$ cat src/rtl/alu_cmd_sequencer_if.sv
// Bundle of command, ALU-drive and response signals for alu_cmd_sequencer.
// slave = the sequencer, master = its environment (sender, ALU, consumer).
interface alu_cmd_sequencer_if #(
  parameter int DEPTH = 4
);
  localparam int CW = $clog2(DEPTH) + 1;

  logic          cmd_valid;
  logic          cmd_ready;
  logic [3:0]    cmd_a;
  logic [3:0]    cmd_b;
  logic [2:0]    cmd_op;
  logic [3:0]    alu_a;
  logic [3:0]    alu_b;
  logic [2:0]    alu_op;
  logic [3:0]    alu_result;
  logic          alu_carry;
  logic          rsp_valid;
  logic          rsp_ready;
  logic [3:0]    rsp_result;
  logic          rsp_carry;
  logic          rsp_zero;
  logic [CW-1:0] count;

  modport slave (
    input  cmd_valid, cmd_a, cmd_b, cmd_op,
    output cmd_ready,
    output alu_a, alu_b, alu_op,
    input  alu_result, alu_carry,
    output rsp_valid, rsp_result, rsp_carry, rsp_zero,
    input  rsp_ready,
    output count
  );

  modport master (
    output cmd_valid, cmd_a, cmd_b, cmd_op,
    input  cmd_ready,
    input  alu_a, alu_b, alu_op,
    output alu_result, alu_carry,
    input  rsp_valid, rsp_result, rsp_carry, rsp_zero,
    output rsp_ready,
    input  count
  );
endinterface

$ cat src/rtl/alu_cmd_sequencer.sv
// Command FIFO feeding one external 4-bit ALU, one command at a time,
// with a registered, handshaked response carrying result/carry/zero.
module alu_cmd_sequencer #(
  parameter int DEPTH = 4
) (
  input logic           clk,
  input logic           rst,
  alu_cmd_sequencer_if.slave bus
);
  localparam int AW = $clog2(DEPTH);
  localparam int CW = AW + 1;
  localparam logic [CW-1:0] FULL = CW'(DEPTH);

  typedef struct packed {
    logic [3:0] a;
    logic [3:0] b;
    logic [2:0] op;
  } cmd_t;

  typedef enum logic [1:0] {
    IDLE,
    ISSUE,
    HOLD
  } state_e;

  state_e        state_q, state_d;
  cmd_t          mem_q [DEPTH];
  logic [AW-1:0] wptr_q, rptr_q;
  logic [CW-1:0] cnt_q, cnt_d;
  cmd_t          alu_q, alu_d;
  logic          rv_q, rv_d;
  logic [3:0]    rr_q, rr_d;
  logic          rc_q, rc_d;
  logic          rz_q, rz_d;
  logic          push, pop;
  logic          ready;
  logic          arith;

  assign ready = (cnt_q != FULL);
  assign push  = bus.cmd_valid && ready;
  // Carry is only meaningful for add/sub; the ALU leaves it undefined otherwise
  assign arith = (alu_q.op == 3'b000) || (alu_q.op == 3'b001);

  always_comb begin
    state_d = state_q;
    pop     = 1'b0;
    alu_d   = alu_q;
    rv_d    = rv_q;
    rr_d    = rr_q;
    rc_d    = rc_q;
    rz_d    = rz_q;
    unique case (state_q)
      IDLE: begin
        if (cnt_q != '0) begin
          pop     = 1'b1;
          state_d = ISSUE;
        end
      end
      ISSUE: begin
        rr_d    = bus.alu_result;
        rz_d    = (bus.alu_result == 4'd0);
        rc_d    = arith && bus.alu_carry;
        rv_d    = 1'b1;
        state_d = HOLD;
      end
      HOLD: begin
        if (bus.rsp_ready) begin
          rv_d = 1'b0;
          if (cnt_q != '0) begin
            pop     = 1'b1;
            state_d = ISSUE;
          end else begin
            state_d = IDLE;
          end
        end
      end
      default: state_d = IDLE;
    endcase
    if (pop) alu_d = mem_q[rptr_q];
  end

  always_comb begin
    cnt_d = cnt_q;
    unique case ({push, pop})
      2'b10:   cnt_d = cnt_q + 1'b1;
      2'b01:   cnt_d = cnt_q - 1'b1;
      default: cnt_d = cnt_q;
    endcase
  end

  always_ff @(posedge clk) begin
    if (push) mem_q[wptr_q] <= '{bus.cmd_a, bus.cmd_b, bus.cmd_op};
  end

  always_ff @(posedge clk) begin
    if (rst) begin
      state_q <= IDLE;
      wptr_q  <= '0;
      rptr_q  <= '0;
      cnt_q   <= '0;
      alu_q   <= '0;
      rv_q    <= 1'b0;
      rr_q    <= 4'd0;
      rc_q    <= 1'b0;
      rz_q    <= 1'b0;
    end else begin
      state_q <= state_d;
      cnt_q   <= cnt_d;
      alu_q   <= alu_d;
      rv_q    <= rv_d;
      rr_q    <= rr_d;
      rc_q    <= rc_d;
      rz_q    <= rz_d;
      if (push) wptr_q <= wptr_q + 1'b1;
      if (pop)  rptr_q <= rptr_q + 1'b1;
    end
  end

  assign bus.cmd_ready  = ready;
  assign bus.alu_a      = alu_q.a;
  assign bus.alu_b      = alu_q.b;
  assign bus.alu_op     = alu_q.op;
  assign bus.rsp_valid  = rv_q;
  assign bus.rsp_result = rr_q;
  assign bus.rsp_carry  = rc_q;
  assign bus.rsp_zero   = rz_q;
  assign bus.count      = cnt_q;
endmodule

$ cat src/flat_wrapper.sv
// flat-port wrapper written by rule: the top's interface ports become plain ports
module alu_cmd_sequencer_flat 
#(
  parameter int DEPTH = 4
)
  (clk, rst, bus_cmd_valid, bus_cmd_a, bus_cmd_b, bus_cmd_op, bus_cmd_ready, bus_alu_a, bus_alu_b, bus_alu_op, bus_alu_result, bus_alu_carry, bus_rsp_valid, bus_rsp_result, bus_rsp_carry, bus_rsp_zero, bus_rsp_ready, bus_count);
  alu_cmd_sequencer_if #(.DEPTH(DEPTH)) bus_i ();
  input logic clk;
  input logic rst;
  input wire logic [$bits(bus_i.cmd_valid)-1:0] bus_cmd_valid;
  input wire logic [$bits(bus_i.cmd_a)-1:0] bus_cmd_a;
  input wire logic [$bits(bus_i.cmd_b)-1:0] bus_cmd_b;
  input wire logic [$bits(bus_i.cmd_op)-1:0] bus_cmd_op;
  output wire logic [$bits(bus_i.cmd_ready)-1:0] bus_cmd_ready;
  output wire logic [$bits(bus_i.alu_a)-1:0] bus_alu_a;
  output wire logic [$bits(bus_i.alu_b)-1:0] bus_alu_b;
  output wire logic [$bits(bus_i.alu_op)-1:0] bus_alu_op;
  input wire logic [$bits(bus_i.alu_result)-1:0] bus_alu_result;
  input wire logic [$bits(bus_i.alu_carry)-1:0] bus_alu_carry;
  output wire logic [$bits(bus_i.rsp_valid)-1:0] bus_rsp_valid;
  output wire logic [$bits(bus_i.rsp_result)-1:0] bus_rsp_result;
  output wire logic [$bits(bus_i.rsp_carry)-1:0] bus_rsp_carry;
  output wire logic [$bits(bus_i.rsp_zero)-1:0] bus_rsp_zero;
  input wire logic [$bits(bus_i.rsp_ready)-1:0] bus_rsp_ready;
  output wire logic [$bits(bus_i.count)-1:0] bus_count;
  assign bus_i.cmd_valid = bus_cmd_valid;
  assign bus_i.cmd_a = bus_cmd_a;
  assign bus_i.cmd_b = bus_cmd_b;
  assign bus_i.cmd_op = bus_cmd_op;
  assign bus_cmd_ready = bus_i.cmd_ready;
  assign bus_alu_a = bus_i.alu_a;
  assign bus_alu_b = bus_i.alu_b;
  assign bus_alu_op = bus_i.alu_op;
  assign bus_i.alu_result = bus_alu_result;
  assign bus_i.alu_carry = bus_alu_carry;
  assign bus_rsp_valid = bus_i.rsp_valid;
  assign bus_rsp_result = bus_i.rsp_result;
  assign bus_rsp_carry = bus_i.rsp_carry;
  assign bus_rsp_zero = bus_i.rsp_zero;
  assign bus_i.rsp_ready = bus_rsp_ready;
  assign bus_count = bus_i.count;
  alu_cmd_sequencer #(.DEPTH(DEPTH)) u_core (.clk(clk), .rst(rst), .bus(bus_i));
endmodule
$ cat config.mk
export PLATFORM = sky130hd
export DESIGN_NAME = alu_cmd_sequencer_flat
export DESIGN_NICKNAME = d
export VERILOG_FILES = /design/src/rtl/alu_cmd_sequencer_if.sv /design/src/rtl/alu_cmd_sequencer.sv /design/src/flat_wrapper.sv
export SDC_FILE = /design/constraint.sdc
export NUM_CORES = 1
export LEC_CHECK = 0
export ABC_AREA = 1
export BUFFER_PORTS_ARGS = -buffer_cell sky130_fd_sc_hd__buf_2
export CAP_MARGIN = 25
export CORE_MARGIN = 3
export CORE_UTILIZATION = 35
export CTS_CLUSTER_DIAMETER = 200
export DETAILED_ROUTE_END_ITERATION = 16
export SETUP_SLACK_MARGIN = 0.2
export SYNTH_ARGS = -nofsm -noshare
export SYNTH_HDL_FRONTEND = slang
export SYNTH_SLANG_ARGS = --single-unit
$ cat constraint.sdc
create_clock -name clk -period 2.1 [get_ports clk]
set_input_delay 0.21 -clock clk [delete_from_list [all_inputs] [get_ports clk]]
set_output_delay 0.21 -clock clk [all_outputs]
set_load 0.02 [all_outputs]
# --- Yosys cells after proc, flatten, opt, wreduce, memory -nomap -nowiden ---
# Memory sizes are Yosys's and may differ from the RTL's. A register that Yosys moved wholly into a read port is not among the register bits.
# Cells that the tools add are included.
word_totals:
  register_bits: 16
  output_inout_bits: 22
  mem_count: 1
  elab_cells: 44
  mem_bits_rw: 44
op_classes:
  n_reduce_logical: 11
  addsub: 4
  n_eq_ne: 8
  muxes: 12
mem_list:
  columns: ["name", "depth", "width", "rd", "rd_ports_with_merged_regs", "wr", "line", "source"]
  rows:
  - ["u_core.mem_q", 4, 11, 1, 1, 1, "alu_cmd_sequencer.sv:27", "cmd_t mem_q [DEPTH];"]
ops:
  columns: ["operator", "count"]
  rows:
  - ["$mux 1", 6]
  - ["$pmux 2 s3", 1]
  - ["$pmux 3 s2", 1]
  - ["$add 2x1->2 const B", 2]
  - ["$eq 2x1->1 const B", 2]
  - ["$eq 2x2->1 const B", 2]
  - ["$logic_not 4->1", 1]
  - ["$mux 2", 2]
  - ["$pmux 1 s2", 2]
  - ["$reduce_and 2->1", 2]
  - ["$reduce_bool 2->1", 2]
  - ["$add 3x1->3 const B", 1]
  - ["$eq 3x1->1 const B", 1]
  - ["$logic_not 3->1", 1]
  - ["$ne 3x3->1 const B", 1]
  - ["$reduce_bool 3->1", 1]
  - ["$sub 3x1->3 const B", 1]
  - ["$logic_and 1x1->1", 2]
  - ["$logic_not 2->1", 1]
  - ["$ne 2x1->1 const B", 1]
  - ["$ne 2x2->1 const B", 1]
  - ["$logic_or 1x1->1", 1]

# --- Logic depth before layout (Yosys ltp) ---
depth:
  ltp_word: 6
  mapped_depth: 13
  depth_no_buf: 13

# --- Worst setup path after synthesis ---
# OpenSTA, ideal clock, no wires.
synth_timing:
  kind: "register to register"
  start: "reg u_core.cnt_q[0] (netlist: u_core.bus.count[0])"
  end: "reg u_core.cnt_q[2] (netlist: u_core.bus.count[2])"
  path_stages_with_launch: 13
  path_slack_ns: 0.068
  synth_period_minus_slack_ns: 2.032
  t_arrival_ns: 1.919
  required_ns: 1.987
  cell_sequence: "dfxtp_1 > inv_1 > nand3_1 > nand2_1 > ha_1 > inv_1 > fa_1 > inv_1 > nand2_1 > nand3_1 > nand2_1 > nand2_1 > nor2_1"
synth_via:
  word_cells_on_any_way: 12
  cone_classes: "add/sub (2); eq/ne (3); mux (4); reduce/logical (3)"
synth_lines:
  columns: ["element", "line", "source"]
  rows:
  - ["start, declared", "alu_cmd_sequencer.sv:29", "logic [CW-1:0] cnt_q, cnt_d;"]
  - ["start signal, assigned", "alu_cmd_sequencer.sv:108", "cnt_q <= cnt_d;"]
  - ["$ne 3x3->1 *", "alu_cmd_sequencer.sv:39", "assign ready = (cnt_q != FULL);"]
  - ["named net bus_cmd_ready", "flat_wrapper.sv:14", "output wire logic [$bits(bus_i.cmd_ready)-1:0] bus_cmd_ready;"]
  - ["$logic_and 1x1->1 *", "alu_cmd_sequencer.sv:40", "assign push = bus.cmd_valid && ready;"]
  - ["$eq 2x1->1 / $eq 2x2->1 (equally long branches)", "alu_cmd_sequencer.sv:84", "unique case ({push, pop})"]
  - ["$pmux 3 s2 / $reduce_bool 2->1 (equally long branches)", null, null]
# The timed path passes the listed nets; every way through them passes the cells marked *.
# A chain may end at the register's enable or synchronous reset.

# --- Worst setup path in the final report ---
layout_timing:
  start: "reg u_core.cnt_q[2] (netlist: u_core.bus.count[2])"
  end: "reg u_core.cnt_q[2] (netlist: u_core.bus.count[2])"
layout_via:
  elab_chain_cells: 6
  word_cells_on_any_way: 12
  cone_classes: "add/sub (2); eq/ne (3); mux (4); reduce/logical (3)"
layout_lines:
  columns: ["element", "line", "source"]
  rows:
  - ["$reduce_bool 3->1 *", "alu_cmd_sequencer.sv:54, alu_cmd_sequencer.sv:69", null]
  - ["$mux 1 *", "alu_cmd_sequencer.sv:54, alu_cmd_sequencer.sv:69", null]
  - ["$mux 1", "alu_cmd_sequencer.sv:67", "if (bus.rsp_ready) begin"]
  - ["$pmux 1 s2 *", "alu_cmd_sequencer.sv:52", "unique case (state_q)"]
  - ["named net u_core.pop", "alu_cmd_sequencer.sv:35", "logic push, pop;"]
  - ["$eq 2x1->1 / $eq 2x2->1 (equally long branches)", "alu_cmd_sequencer.sv:84", null]
  - ["$pmux 3 s2 / $reduce_bool 2->1 (equally long branches)", null, null]
# Marks and branches as above.

==> impl_metrics.json <==
{
  "drc_errors": 0,
  "proportion_of_layout_cells_with_a_drive_suffix_above_1": 0.196,
  "drtIter0Drc": 120,
  "clockBufferDepth": 2,
  "count_of_h_tree_levels_built_during_cts": 3,
  "setup_tns_ns": 0,
  "floorplan.io_pins": 42,
  "floorplan.die.height_um": 99.8,
  "ys.warnings.count": 0,
  "cts_hold_repair.buffers": 0,
  "n_fill_cell": 794,
  "cellLeakagePower_nw": 1.75,
  "site_rows": 33,
  "synth_cells": 343,
  "cts_tree": "done",
  "multiInputGateArea_um2": 881,
  "max_slew_margin": 0.596,
  "path_max_fanout": 3,
  "clkSlewWorstSetupHoldPaths_ns": 0.08,
  "clock_sinks": 71,
  "avgViaCountPerCell": 4.37,
  "ir_worst_vdd_mv": 0.484,
  "dp_hpwl_um": 3730,
  "route.detailed.wl_per_inst_um": 11.4,
  "area_of_all_placed_cells_without_fillers_um2": 3650,
  "holdPathEnd": "u_core.mem_q[1][3]",
  "syn-num-nets": 369,
  "route.vias.total": 2193,
  "crit-reg2reg-launch": "u_core.bus.count[2]",
  "synth.lib_cells_used.distinct": 22,
  "power-per-cell-area_nw_per_um2": 1290,
  "detail_route.first_pass.iterations": 4,
  "setup_repair_after_global_routing_missed_its_margin": "false",
  "fraction_of_the_yosys_area_taken_by_sequential_cells": 0.604,
  "final_nets": 418,
  "timing.hold.ws_ns": 0.0764,
  "pre_cts_slack_ns": 0.295,
  "post-route-period-util": 0.821,
  "start_kind": "flop",
  "cp.arrival_ns": 2.00,
  "worst_clock_skew_ns": 0.00463,
  "timing.final.crit_period_ns": 1.72,
  "area.growth.synth_to_final_pct": 18.4,
  "max_clock_freq_mhz": 580,
  "grt_use_total": 0.124,
  "cp_data_required_time_ns": 2.38,
  "clock_tree.root_cell": "sky130_fd_sc_hd__clkbuf_8",
  "p_total_mw": 4.71,
  "critPathKind": "reg -> reg",
  "total_of_max_cap_violations": 0,
  "synthesis.area_um2": 3080,
  "ys_seq_elements": 71,
  "buffer_ports.inserted": 41,
  "antenna-diode-count": 0,
  "initial_core_util": 0.368,
  "number_of_antenna_violations_at_the_first_check_in_global_routing": 1,
  "grt_max_degree": 25,
  "grt_first_pass_wirelength_um": 9520,
  "r2r.worst_path.cells": 12,
  "final_max_slew_viol_count": 0,
  "gr-total-overflow": 0,
  "clock_latency_ns": 0.34,
  "postPlaceCellArea_um2": 3400,
  "synthesis.area_per_instance_um2": 8.98,
  "setup_ws_ns": 0.375,
  "route.final.wire_length_um": 5700,
  "cts_made_buffers": 9,
  "outcome": "complete, no violations",
  "core-area_um2": 8380,
  "cp_endpoint_kind": "flop",
  "max_slew.worst_pin.slew_ns": 0.605,
  "setup_viol": 0,
  "holdCritStartpoint": "bus_cmd_b[0]",
  "layout.area.seq_um2": 1870,
  "drt.antenna.violating_nets": 0,
  "die_footprint_um2": 9960,
  "die_width_um": 99.8,
  "hold_path_depth": 1,
  "first_global_vias": 1988,
  "hold_fails_final_rpt": 0,
  "routabilityCongestion": 0.692,
  "regToRegEndpoint": "u_core.bus.count[2]",
  "r2r_slack_ns": 0.38,
  "hold_class": "in -> reg"
}
-- where the power goes --
part           internal, mW  leakage, nW  switching, mW
Sequential             1.74        0.628          0.121
Combinational         0.548         1.02           1.11
Clock                 0.670        0.102          0.521
-- layout make-up --
type,count,share of cell area
clock buffer,9,0.0340
clock inverter,7,0.0264
inverter,75,0.0772
multi-input combinational,186,0.242
sequential,71,0.512
tap,105,0.0360
timing repair buffer,49,0.0727
-- flip-flops by register name (all words and copies together) (netlist names) --
| register | count |
|---|---|
| u_core.bus.alu_a | 4 |
| u_core.bus.alu_b | 4 |
| u_core.bus.alu_op | 3 |
| u_core.bus.count | 3 |
| u_core.bus.rsp_carry | 1 |
| u_core.bus.rsp_result | 4 |
| u_core.bus.rsp_valid | 1 |
| u_core.bus.rsp_zero | 1 |
| u_core.mem_q | 44 |
| u_core.rptr_q | 2 |
| u_core.state_q | 2 |
| u_core.wptr_q | 2 |
-- worst max-delay path by stage --
stage,slack (ns),endpoint,depth (start not counted),start
6_report,0.38,u_core.bus.count[2],12,u_core.bus.count[2]
5_1_grt,0.20,u_core.bus.count[2],12,u_core.bus.count[2]
4_1_cts,0.28,u_core.bus.count[2],11,u_core.bus.count[0]
3_5_place_dp,0.29,u_core.bus.count[2],12,u_core.bus.count[0]
3_3_place_gp,0.35,u_core.bus.count[2],12,u_core.bus.count[0]
2_1_floorplan,0.22,u_core.bus.count[2],13,u_core.bus.count[0]
-- Yosys cell counts (all sizes together) --
cell | count | share of area
a211oi | 1 | 0.0024
a21oi | 9 | 0.019
a31oi | 1 | 0.0020
buf | 10 | 0.022
clkbuf | 1 | 0.0045
dfxtp | 27 | 0.18
edfxtp | 44 | 0.43
fa | 1 | 0.0065
ha | 5 | 0.020
inv | 75 | 0.091
nand2 | 91 | 0.11
nand3 | 31 | 0.050
nor2 | 38 | 0.049
nor3 | 1 | 0.0016
o21ai | 8 | 0.013
-- cells by family (layout without fill, tap and decap cells) --
| family | Yosys count | count (layout) | share of synthesized area |
|---|---|---|---|
| fa+ha+maj | 6 | 6 | 0.0268 |
| simple gates | 161 | 161 | 0.214 |
| buf+inv | 86 | 140 | 0.118 |
| compound gates | 19 | 19 | 0.0370 |
| flops | 71 | 71 | 0.604 |
-- placed cells by master, fill, tap and decap left out, types with 2 or more instances in the layout --
cell,synthesis,layout
sky130_fd_sc_hd__nand2_1,90,89
sky130_fd_sc_hd__inv_1,74,72
sky130_fd_sc_hd__edfxtp_1,44,44
sky130_fd_sc_hd__buf_2,6,41
sky130_fd_sc_hd__nor2_1,37,37
sky130_fd_sc_hd__nand3_1,31,29
sky130_fd_sc_hd__dfxtp_1,27,24
sky130_fd_sc_hd__clkbuf_8,1,9
sky130_fd_sc_hd__o21ai_0,8,8
sky130_fd_sc_hd__buf_4,2,8
sky130_fd_sc_hd__a21oi_1,7,7
sky130_fd_sc_hd__ha_1,5,5
sky130_fd_sc_hd__inv_2,1,3
sky130_fd_sc_hd__clkinvlp_4,0,3
sky130_fd_sc_hd__nand2_4,1,2
sky130_fd_sc_hd__bufinv_16,0,2
sky130_fd_sc_hd__dfxtp_2,0,2
-- routing by layer --
layer  wire, um  track usage  vias to the layer above
met5          7            0                        -
met4        113       0.0693                        2
met3        314       0.0334                       10
met2       2560        0.186                       49
met1       2710        0.161                      980
li1           -            -                     1152
-- worst max-delay path, cell delays in order, from the launching register on --
cell,delay (ns)
sky130_fd_sc_hd__dfxtp_4,0.37
sky130_fd_sc_hd__inv_1,0.07
sky130_fd_sc_hd__nand3_2,0.12
sky130_fd_sc_hd__nand2_4,0.05
sky130_fd_sc_hd__inv_1,0.07
sky130_fd_sc_hd__ha_1,0.16
sky130_fd_sc_hd__inv_1,0.07
sky130_fd_sc_hd__fa_1,0.38
sky130_fd_sc_hd__nand2_1,0.08
sky130_fd_sc_hd__nand3_1,0.09
sky130_fd_sc_hd__nand2_1,0.07
sky130_fd_sc_hd__nand2_1,0.04
sky130_fd_sc_hd__nor2_1,0.09
-- what timing repair did --
item                       CTS  global route
setup buffers                0             1
gates resized for setup      0             9
setup endpoints to repair    0             2
-- per-stage QoR --
step | util | std cells
CTS | 0.431 | 501
detailed placement | 0.405 | 485
global placement | 0.405 | 485
floorplan | - | 343
global route | 0.435 | 502
finish | 0.435 | 502
(Power assumes the default switching activity.)
